$ cat config.mk
export PLATFORM = sky130hd
export DESIGN_NAME = uart_rx_byte
export DESIGN_NICKNAME = d
export VERILOG_FILES = /design/src/rtl/uart_rx_byte.sv
export SDC_FILE = /design/constraint.sdc
export NUM_CORES = 1
export LEC_CHECK = 0
export CAP_MARGIN = 20
export CORE_ASPECT_RATIO = 0.9
export CORE_MARGIN = 4
export CORE_UTILIZATION = 40
export CTS_CLUSTER_DIAMETER = 120
export CTS_CLUSTER_SIZE = 24
export DETAILED_ROUTE_END_ITERATION = 10
export GPL_TIMING_DRIVEN = 0
export PLACE_DENSITY_LB_ADDON = 0.12
export SYNTH_ARGS = -nofsm -noshare
export SYNTH_HDL_FRONTEND = slang
export SYNTH_SLANG_ARGS = --single-unit
$ cat constraint.sdc
create_clock -name clk -period 4.75 [get_ports clk]
set_input_delay 0.7125 -clock clk [delete_from_list [all_inputs] [get_ports clk]]
set_output_delay 0.7125 -clock clk [all_outputs]
set_load 0.005 [all_outputs]
$ cat src/rtl/uart_rx_byte.sv
// uart_rx_byte -- 8N1 UART receiver, LSB first.
//
// The line is synchronised, a start bit is confirmed at its centre and the
// eight data bits and the stop bit are sampled at their centres. A good stop
// bit commits the byte to `data` with a one-cycle `valid` pulse. A low stop
// bit produces a one-cycle `frame_err` pulse and leaves `data` untouched.
// After a framing error the receiver waits for the line to return high
// before it looks for a new start bit.
//
// Build option: define RX_MAJORITY_EN to take every start/data/stop sample
// as a 2-of-3 vote over centre-1, centre and centre+1. That build commits
// one cycle later than the single-sample build.
//
// Ports:
//   clk        in   system clock, rising edge
//   rst        in   synchronous active-high reset
//   rx         in   asynchronous serial line, idle high
//   data       out  [7:0] last correctly framed byte
//   valid      out  one-cycle pulse when `data` is updated
//   frame_err  out  one-cycle pulse when the stop bit is sampled low
//
// CLKS_PER_BIT must be at least 8.

module uart_rx_byte #(
  parameter int CLK_FREQ_HZ  = 100_000_000,
  parameter int BAUD         = 9600,
  parameter int CLKS_PER_BIT = CLK_FREQ_HZ / BAUD
) (
  input  logic       clk,
  input  logic       rst,
  input  logic       rx,
  output logic [7:0] data,
  output logic       valid,
  output logic       frame_err
);

  localparam int HALF_BIT = CLKS_PER_BIT / 2;
  localparam int CNT_W    = $clog2(CLKS_PER_BIT + 1);

  // With voting, the decision is made on the last of the three votes, one
  // cycle after the centre. Clearing the counter at that point keeps every
  // later decision on the same one-cycle-late grid, so the data/stop
  // decision point is CLKS_PER_BIT-1 in both builds.
`ifdef RX_MAJORITY_EN
  localparam int START_DEC = HALF_BIT + 1;
`else
  localparam int START_DEC = HALF_BIT;
`endif

  localparam logic [CNT_W-1:0] START_DEC_C = CNT_W'(START_DEC);
  localparam logic [CNT_W-1:0] BIT_END_C   = CNT_W'(CLKS_PER_BIT - 1);
  localparam logic [CNT_W-1:0] CNT_ZERO    = {CNT_W{1'b0}};
  localparam logic [CNT_W-1:0] CNT_ONE     = CNT_W'(1);

  typedef enum logic [2:0] {
    S_IDLE  = 3'd0,
    S_START = 3'd1,
    S_DATA  = 3'd2,
    S_STOP  = 3'd3,
    S_BREAK = 3'd4
  } state_e;

  logic             rx_meta_q;
  logic             rx_sync_q;
  logic             rx_s;
  logic             sample_s;

  state_e           state_q,     state_d;
  logic [CNT_W-1:0] cnt_q,       cnt_d;
  logic [2:0]       bit_idx_q,   bit_idx_d;
  logic [7:0]       shift_q,     shift_d;
  logic [7:0]       data_q,      data_d;
  logic             valid_q,     valid_d;
  logic             frame_err_q, frame_err_d;

  assign rx_s = rx_sync_q;

  // Two-flop synchroniser for the asynchronous serial line (idles high).
  always_ff @(posedge clk) begin
    if (rst) begin
      rx_meta_q <= 1'b1;
      rx_sync_q <= 1'b1;
    end else begin
      rx_meta_q <= rx;
      rx_sync_q <= rx_meta_q;
    end
  end

`ifdef RX_MAJORITY_EN
  logic [1:0] hist_q;

  function automatic logic maj3(input logic a, input logic b, input logic c);
    return (a & b) | (a & c) | (b & c);
  endfunction

  // Two-deep history of rx_s: at a decision cycle it holds the votes taken
  // one and two cycles earlier.
  always_ff @(posedge clk) begin
    if (rst) begin
      hist_q <= 2'b11;
    end else begin
      hist_q <= {hist_q[0], rx_s};
    end
  end

  assign sample_s = maj3(hist_q[1], hist_q[0], rx_s);
`else
  assign sample_s = rx_s;
`endif

  // State, counters, shift register and registered outputs.
  always_ff @(posedge clk) begin
    if (rst) begin
      state_q     <= S_IDLE;
      cnt_q       <= CNT_ZERO;
      bit_idx_q   <= 3'd0;
      shift_q     <= 8'h00;
      data_q      <= 8'h00;
      valid_q     <= 1'b0;
      frame_err_q <= 1'b0;
    end else begin
      state_q     <= state_d;
      cnt_q       <= cnt_d;
      bit_idx_q   <= bit_idx_d;
      shift_q     <= shift_d;
      data_q      <= data_d;
      valid_q     <= valid_d;
      frame_err_q <= frame_err_d;
    end
  end

  // Next-state logic: start detection, bit sampling and frame commit.
  always_comb begin
    state_d     = state_q;
    cnt_d       = cnt_q;
    bit_idx_d   = bit_idx_q;
    shift_d     = shift_q;
    data_d      = data_q;
    valid_d     = 1'b0;
    frame_err_d = 1'b0;

    case (state_q)
      S_IDLE: begin
        cnt_d = CNT_ZERO;
        if (!rx_s) begin
          state_d = S_START;
        end else begin
          state_d = S_IDLE;
        end
      end

      S_START: begin
        if (cnt_q == START_DEC_C) begin
          cnt_d = CNT_ZERO;
          if (!sample_s) begin
            state_d   = S_DATA;
            bit_idx_d = 3'd0;
          end else begin
            // Glitch shorter than half a bit: not a start bit.
            state_d = S_IDLE;
          end
        end else begin
          cnt_d = cnt_q + CNT_ONE;
        end
      end

      S_DATA: begin
        if (cnt_q == BIT_END_C) begin
          cnt_d              = CNT_ZERO;
          shift_d[bit_idx_q] = sample_s;
          if (bit_idx_q == 3'd7) begin
            state_d = S_STOP;
          end else begin
            bit_idx_d = bit_idx_q + 3'd1;
          end
        end else begin
          cnt_d = cnt_q + CNT_ONE;
        end
      end

      S_STOP: begin
        if (cnt_q == BIT_END_C) begin
          cnt_d = CNT_ZERO;
          if (sample_s) begin
            data_d  = shift_q;
            valid_d = 1'b1;
            state_d = S_IDLE;
          end else begin
            frame_err_d = 1'b1;
            state_d     = S_BREAK;
          end
        end else begin
          cnt_d = cnt_q + CNT_ONE;
        end
      end

      S_BREAK: begin
        // A held-low line must not look like a stream of start bits.
        cnt_d = CNT_ZERO;
        if (rx_s) begin
          state_d = S_IDLE;
        end else begin
          state_d = S_BREAK;
        end
      end

      default: begin
        state_d = S_IDLE;
        cnt_d   = CNT_ZERO;
      end
    endcase
  end

  assign data      = data_q;
  assign valid     = valid_q;
  assign frame_err = frame_err_q;

endmodule

==> flow_metrics.tcl, run 1 <==
set metrics [dict create \
    run_status "finished clean" \
    grt_max_degree 13 \
    cts_tree "yes" \
    ys_seq_area_share_pct 44.32 \
    finalCriticalPeriod_ns 2.482 \
    cts.htree.levels 2 \
    period_share_pct 52.24 \
    final_cell_mix "nor2_1, dfxtp_1, mux2i_1" \
    clockBufferDepth 2 \
    postCtsSetupBuffers 0 \
    cts_resized 0 \
    antenna_cells 0 \
    cts.sinks 40 \
    syn_area_sq_mm 0.001807 \
    io_buffers 12 \
    fill_cells 419 \
    r2r-end "data[0]" \
    ys_warn_count 0 \
    worst_hold_slack_ns 0.4298 \
    path_class "register to register" \
    row_count 22 \
    dp.cells 269 \
    met2_usage_pct 20.74 \
    io_pins 13 \
    die_y_microns 71.76 \
    startpoint "cnt_q[0]" \
    final_common_cell "nor2_1" \
    grt_pass1_vias 1357 \
    cp-end-kind "register" \
    clk_latency_ns 0.29 \
    cp.required_ns 4.91 \
    antenna_found_initial 0 \
    power_uw 631.5 \
    slew_violations 0 \
    dieArea_sq_mm 0.005658 \
    regArea_sq_um 800.8 \
    leakagePower_uw 0.0008340 \
    vias 1414 \
    fmax_mhz 403.0 \
    max_cap_violations 0 \
    netlist_instances 197 \
    worstPathMaxFanout 9 \
    initial_core_util_pct 42.90 \
    post_drt_via_cell_ratio 5.105 \
    power.density_mw_per_mm2 299.3 \
    coreArea_sq_mm 0.004212 \
    drtIter0Drc 89 \
    min_path_type "register to register" \
    multiInputGateArea_sq_um 922.1 \
    setup_viol 0 \
    wl_per_cell_microns 12.80 \
    reg2regPathDepth 7 \
    grtUsageTotal_pct 14.14 \
    worst_pin_slew_ns 0.8964 \
    hp-start "rx_meta_q" \
    ys_types 35 \
    ys_ff_latch 40 \
    final_hold_viol_count 0 \
    grt_busiest_layer "met2" \
    finalNonFillerCells 277 \
    cp.arrival_ns 2.64 \
    cts.clk_slew.worst_paths_ns 0.08 \
    cp-start-kind "register" \
    area_growth_pct 16.76 \
    nNetsFinal 223 \
    dieWidth_microns 78.84 \
    worstSetupEndpoint "data[0]" \
    setup_tns_ns 0 \
    finClkSkew_ns 0.01022 \
    rsz0062_at_grt "false" \
    grt_first_pass_wirelength_microns 6430 \
    dp_hpwl_microns 2700 \
    ir_drop_mv 0.2046 \
    worst_slew_margin_rel_pct 39.69 \
    drive_gt1_share_pct 9.217 \
    drc_errors 0 \
    ant_nets 0 \
    use_met1_pct 19.92 \
    grt_util_met3_pct 4.020 \
    synth_nets 204 \
    cts_root_buf "clkbuf_8" \
    gp_congestion 0.8421 \
    syn_avg_cell_area_sq_um 9.171 \
    r2r_slack_ns 2.27 \
    numCtsBuffers 5 \
    drt_wl_total_microns 3545 \
    r2r_start "cnt_q[0]" \
    detail_route.first_pass.iterations 4 \
    grt.overflow.total 0 \
    cts_hold_buf 0 \
]
## cells by family after synthesis
kind of cell / after synthesis / synth area share (%)
xor gates and xnor gates: 12 / 5.817
adders and majority gates: 4 / 2.770
DFF: 40 / 44.32
AOI/OAI and AO/OA: 10 / 4.156
and+or+nand+nor: 97 / 28.88
muxes: 17 / 9.418
buffers and inverters: 17 / 4.640
## worst min path at each step
stage | to | cells past startpoint
finish | rx_s | 1
global route | rx_s | 1
CTS | rx_s | 1
detailed placement | rx_s | 1
global placement | rx_s | 1
floorplan | rx_s | 1
## synth_stat cells
master	count	area, sq um
nor2_1	42	157.7
dfxtp_1	40	800.8
mux2i_1	17	170.2
nand4_1	8	50.05
inv_1	7	26.28
xor2_1	7	61.31
clkbuf_1	6	22.52
nand2_1	6	22.52
nand3_1	5	25.02
nor4_1	5	31.28
xnor2_1	5	43.79
a21oi_1	4	20.02
ha_1	4	50.05
or2_2	4	25.02
and3_1	3	18.77
and4_1	3	26.28
nand2b_1	3	18.77
nor2b_1	3	18.77
nor3_1	3	15.01
buf_6	2	22.52
nand3b_1	2	15.01
o32ai_1	2	17.52
or3b_2	2	17.52
or4_1	2	15.01
or4bb_1	2	22.52
a211oi_1	1	7.510
a221oi_1	1	8.760
a2bb2oi_2	1	15.01
buf_2	1	5.000
buf_4	1	7.510
nand4bb_1	1	11.26
o22ai_1	1	6.260
or3_1	1	6.260
or4_4	1	11.26
or4b_4	1	13.76
## cell type report
class,instances,area share (%)
Sequential cell,40,37.96
Buffer,10,2.728
Multi-Input combinational cell,140,43.71
Tap cell,60,3.559
Timing Repair Buffer,12,5.694
Clock buffer,6,3.440
Inverter,7,1.246
Clock inverter,2,1.661
## state kept, by name, summed over array words and instances, names as in the netlist
signal and count:
rx_s 1, bit_idx_q 3, shift_q 8, frame_err 1
valid 1, data 8, cnt_q 14, state_q 3
rx_meta_q 1
## worst max-delay path: stages (launching register included)
cell and delay (ns):
dfxtp_1 0.39, ha_1 0.24, nand3_1 0.15, nor4_1 0.81, nand4_1 0.16, clkbuf_1 0.32, mux2i_1 0.23, nor2_1 0.05
## power breakdown
part | internal, uW | switching (uW)
Clock | 156 | 111
Sequential | 337 | 1.82
Combinational | 10.1 | 15.9
## layer usage
layer	vias to the layer above	routed length, microns
met5	-	0
met4	0	39
met3	4	117
met2	22	1549
met1	667	1839
li1	721	-
## metrics by stage
step | setup WS (ns) | utilization [%] | area [sq um]
4_1_cts | 2.224 | 50.09 | 2110
6_report | 2.268 | 50.09 | 2110
2_1_floorplan | 2.555 | - | 1807
3_5_place_dp | 2.239 | 47.53 | 2002
3_3_place_gp | 2.306 | 47.53 | 2002
5_1_grt | 1.967 | 50.09 | 2110
(Power assumes the default switching activity.)
==> run 2, diff against run 1 <==
==> constraint.sdc (replaced) <==
create_clock -name clk -period 2.3 [get_ports clk]
set_input_delay 0.345 -clock clk [delete_from_list [all_inputs] [get_ports clk]]
set_output_delay 0.345 -clock clk [all_outputs]
set_load 0.005 [all_outputs]
==> flow_metrics.tcl, run 2 (synthesized netlist as in run 1, its figures left out) <==
set metrics [dict create \
    run_status "finished clean" \
    coreArea_sq_mm 0.004212 \
    startpoint "cnt_q[4]" \
    r2r-end "cnt_q[12]" \
    switching_share_pct 20.42 \
    ant_nets 0 \
    cts_root_buf "clkbuf_8" \
    dieWidth_microns 78.84 \
    leakagePower_uw 0.0008883 \
    ir_drop_mv 0.4185 \
    wl_per_cell_microns 13.15 \
    path_class "register to register" \
    final_common_cell "nor2_1" \
    final_hold_viol_count 0 \
    drc_errors 0 \
    final_cell_mix "nor2_1, dfxtp_1, mux2i_1" \
    cp.required_ns 2.48 \
    finalNonFillerCells 280 \
    drt_wl_total_microns 3681 \
    r2r_start "cnt_q[4]" \
    cts_hold_buf 0 \
    fin_util_pct 53.21 \
    dp_hpwl_microns 2700 \
    numCtsBuffers 5 \
    slowest_stage "or4_4" \
    io_pins 13 \
    drive_gt1_share_pct 14.55 \
    drtIter0Drc 85 \
    grt.overflow.total 0 \
    clk_latency_ns 0.29 \
    antenna_cells 0 \
    setup_slack_ns 0.05982 \
    grtUsageTotal_pct 14.14 \
    cts.htree.levels 2 \
    fill_cells 402 \
    path_delay_family "simple AND/OR/NAND/NOR gates" \
    slowest_delay_ns 0.61 \
    max_cap_violations 0 \
    cp-end-kind "register" \
    finClkSkew_ns 0.009315 \
    reg2regPathDepth 7 \
    hold_path_end "rx_s" \
    top_register "cnt_q" \
    slew_violations 0 \
    largest_reg_flops 14 \
    p_int_uw 1045 \
    r2r_slack_ns 0.06 \
    grt_pass1_vias 1365 \
    antenna_found_initial 0 \
    fmax_mhz 446.4 \
    crit_chain "or4b_4 > or4_4 > a2bb2oi_4 > or4_4 > buf_6 > clkbuf_16 > nor2_1" \
    initial_core_util_pct 42.90 \
    worst_pin_slew_ns 0.5306 \
    post_drt_via_cell_ratio 5.107 \
    whs_path_depth 1 \
    cts.clk_slew.worst_paths_ns 0.08 \
    pre_cts_ws_ns -0.2110 \
    cts_tree "yes" \
    hp-start "rx_meta_q" \
    grt_max_degree 13 \
    cp.arrival_ns 2.42 \
    clockBufferDepth 2 \
    die_y_microns 71.76 \
    nNetsFinal 226 \
    row_count 22 \
    area_growth_pct 24.03 \
    vias 1430 \
    path_buf_inv 2 \
    grt_first_pass_wirelength_microns 6444 \
    period_share_pct 97.40 \
    finalCriticalPeriod_ns 2.240 \
    combPwrFrac_pct 5.0 \
    setup_viol 0 \
    gp_congestion 0.8421 \
    path_common_cell "or4_4" \
    io_buffers 12 \
    worstPathMaxFanout 6 \
    cp-start-kind "register" \
    min_path_type "register to register" \
    p_seq_share_pct 53.2 \
    clockPowerShare_pct 41.8 \
    power.density_mw_per_mm2 586.1 \
    worst_slew_margin_rel_pct 64.30 \
    power_uw 1313 \
    dp.cells 269 \
    detail_route.first_pass.iterations 4 \
    setup_tns_ns 0 \
    dieArea_sq_mm 0.005658 \
    cts.sinks 40 \
    p_switching_uw 268.2 \
]
==> run 2: cell types whose count changed in the layout (fill, tap and decap cells not counted), moves of 2 or more <==
cell,previous run,this run
nor4_4,0,4
dfxtp_1,40,38
dfxtp_4,0,2
buf_4,1,4
nor4_1,5,1
clkbuf_1,7,5
==> run 2: worst max-delay path by stage <==
stage	endpoint	slack, ns	depth (start not counted)
final	cnt_q[12]	0.06	7
after floorplan	shift_q[7]	0.10	6
after detailed placement	data[1]	-0.21	7
after CTS	cnt_q[11]	0.007	8
after global routing	cnt_q[2]	-0.0004	7
after global placement	data[4]	-0.14	7
==> run 2: layer usage <==
layer  GRT usage (%)  vias up  wire [microns]
met1           19.77      673            1825
met3           4.020        4             173
li1                -      727               -
met4           4.771        0              43
met5               0        -               0
met2           20.92       26            1639
==> run 2: worst register-to-register path: cells and delay by family, from the launching register on <==
kind                   cells  cell delay [ns]
AO/OA/AOI/OAI              1             0.19
AND/OR/NAND/NOR            4             1.33
buffers and inverters      2             0.26
flip-flops                 1             0.36
==> run 2: final cells by class <==
cell class | instances | area, sq um | area share (%)
flip-flops and latches | 40 | 808.3 | 36.07
well taps | 60 | 75.07 | 3.350
repair buffers | 17 | 175.2 | 7.817
clock inverters | 2 | 35.03 | 1.563
multi-input cells | 140 | 997.2 | 44.50
inverters | 7 | 26.28 | 1.173
clock buffers | 6 | 72.57 | 3.238
plain buffers | 8 | 51.30 | 2.289
==> run 2: per-stage QoR <==
stage          area [sq um]  hold slack (ns)
3_5_place_dp           2002           0.4129
5_1_grt                2241           0.4397
2_1_floorplan          1807           0.3895
3_3_place_gp           2002           0.4018
4_1_cts                2157           0.4335
6_report               2241           0.4295
==> run 2: what timing repair did <==
action,in CTS,in global routing
buffers inserted,0,4
endpoints found under the hold margin,0,0
cloned,0,1
endpoints found under the setup margin,28,23
gates resized for setup,8,10
pin swaps,0,4
==> run 2: power by group through the flow <==
stage                     clock [uW]  sequential, uW  combinational [uW]
after floorplan                    0             715                39.8
after global placement             0             716                52.4
after detailed placement           0             716                54.0
after CTS                        565             700                57.0
after global routing             600             700                73.3
final                            549             699                65.8
==> run 3, diff against run 2 <==
--- a/config.mk
+++ b/config.mk
@@ -5,6 +5,7 @@
 export SDC_FILE = /design/constraint.sdc
 export NUM_CORES = 1
 export LEC_CHECK = 0
+export ABC_CLOCK_PERIOD_IN_PS = 2300
 export CAP_MARGIN = 20
 export CORE_ASPECT_RATIO = 0.9
 export CORE_MARGIN = 4
==> results of run 3 <==
No change in the layout: final DEF, timing and power equal those of run 2.
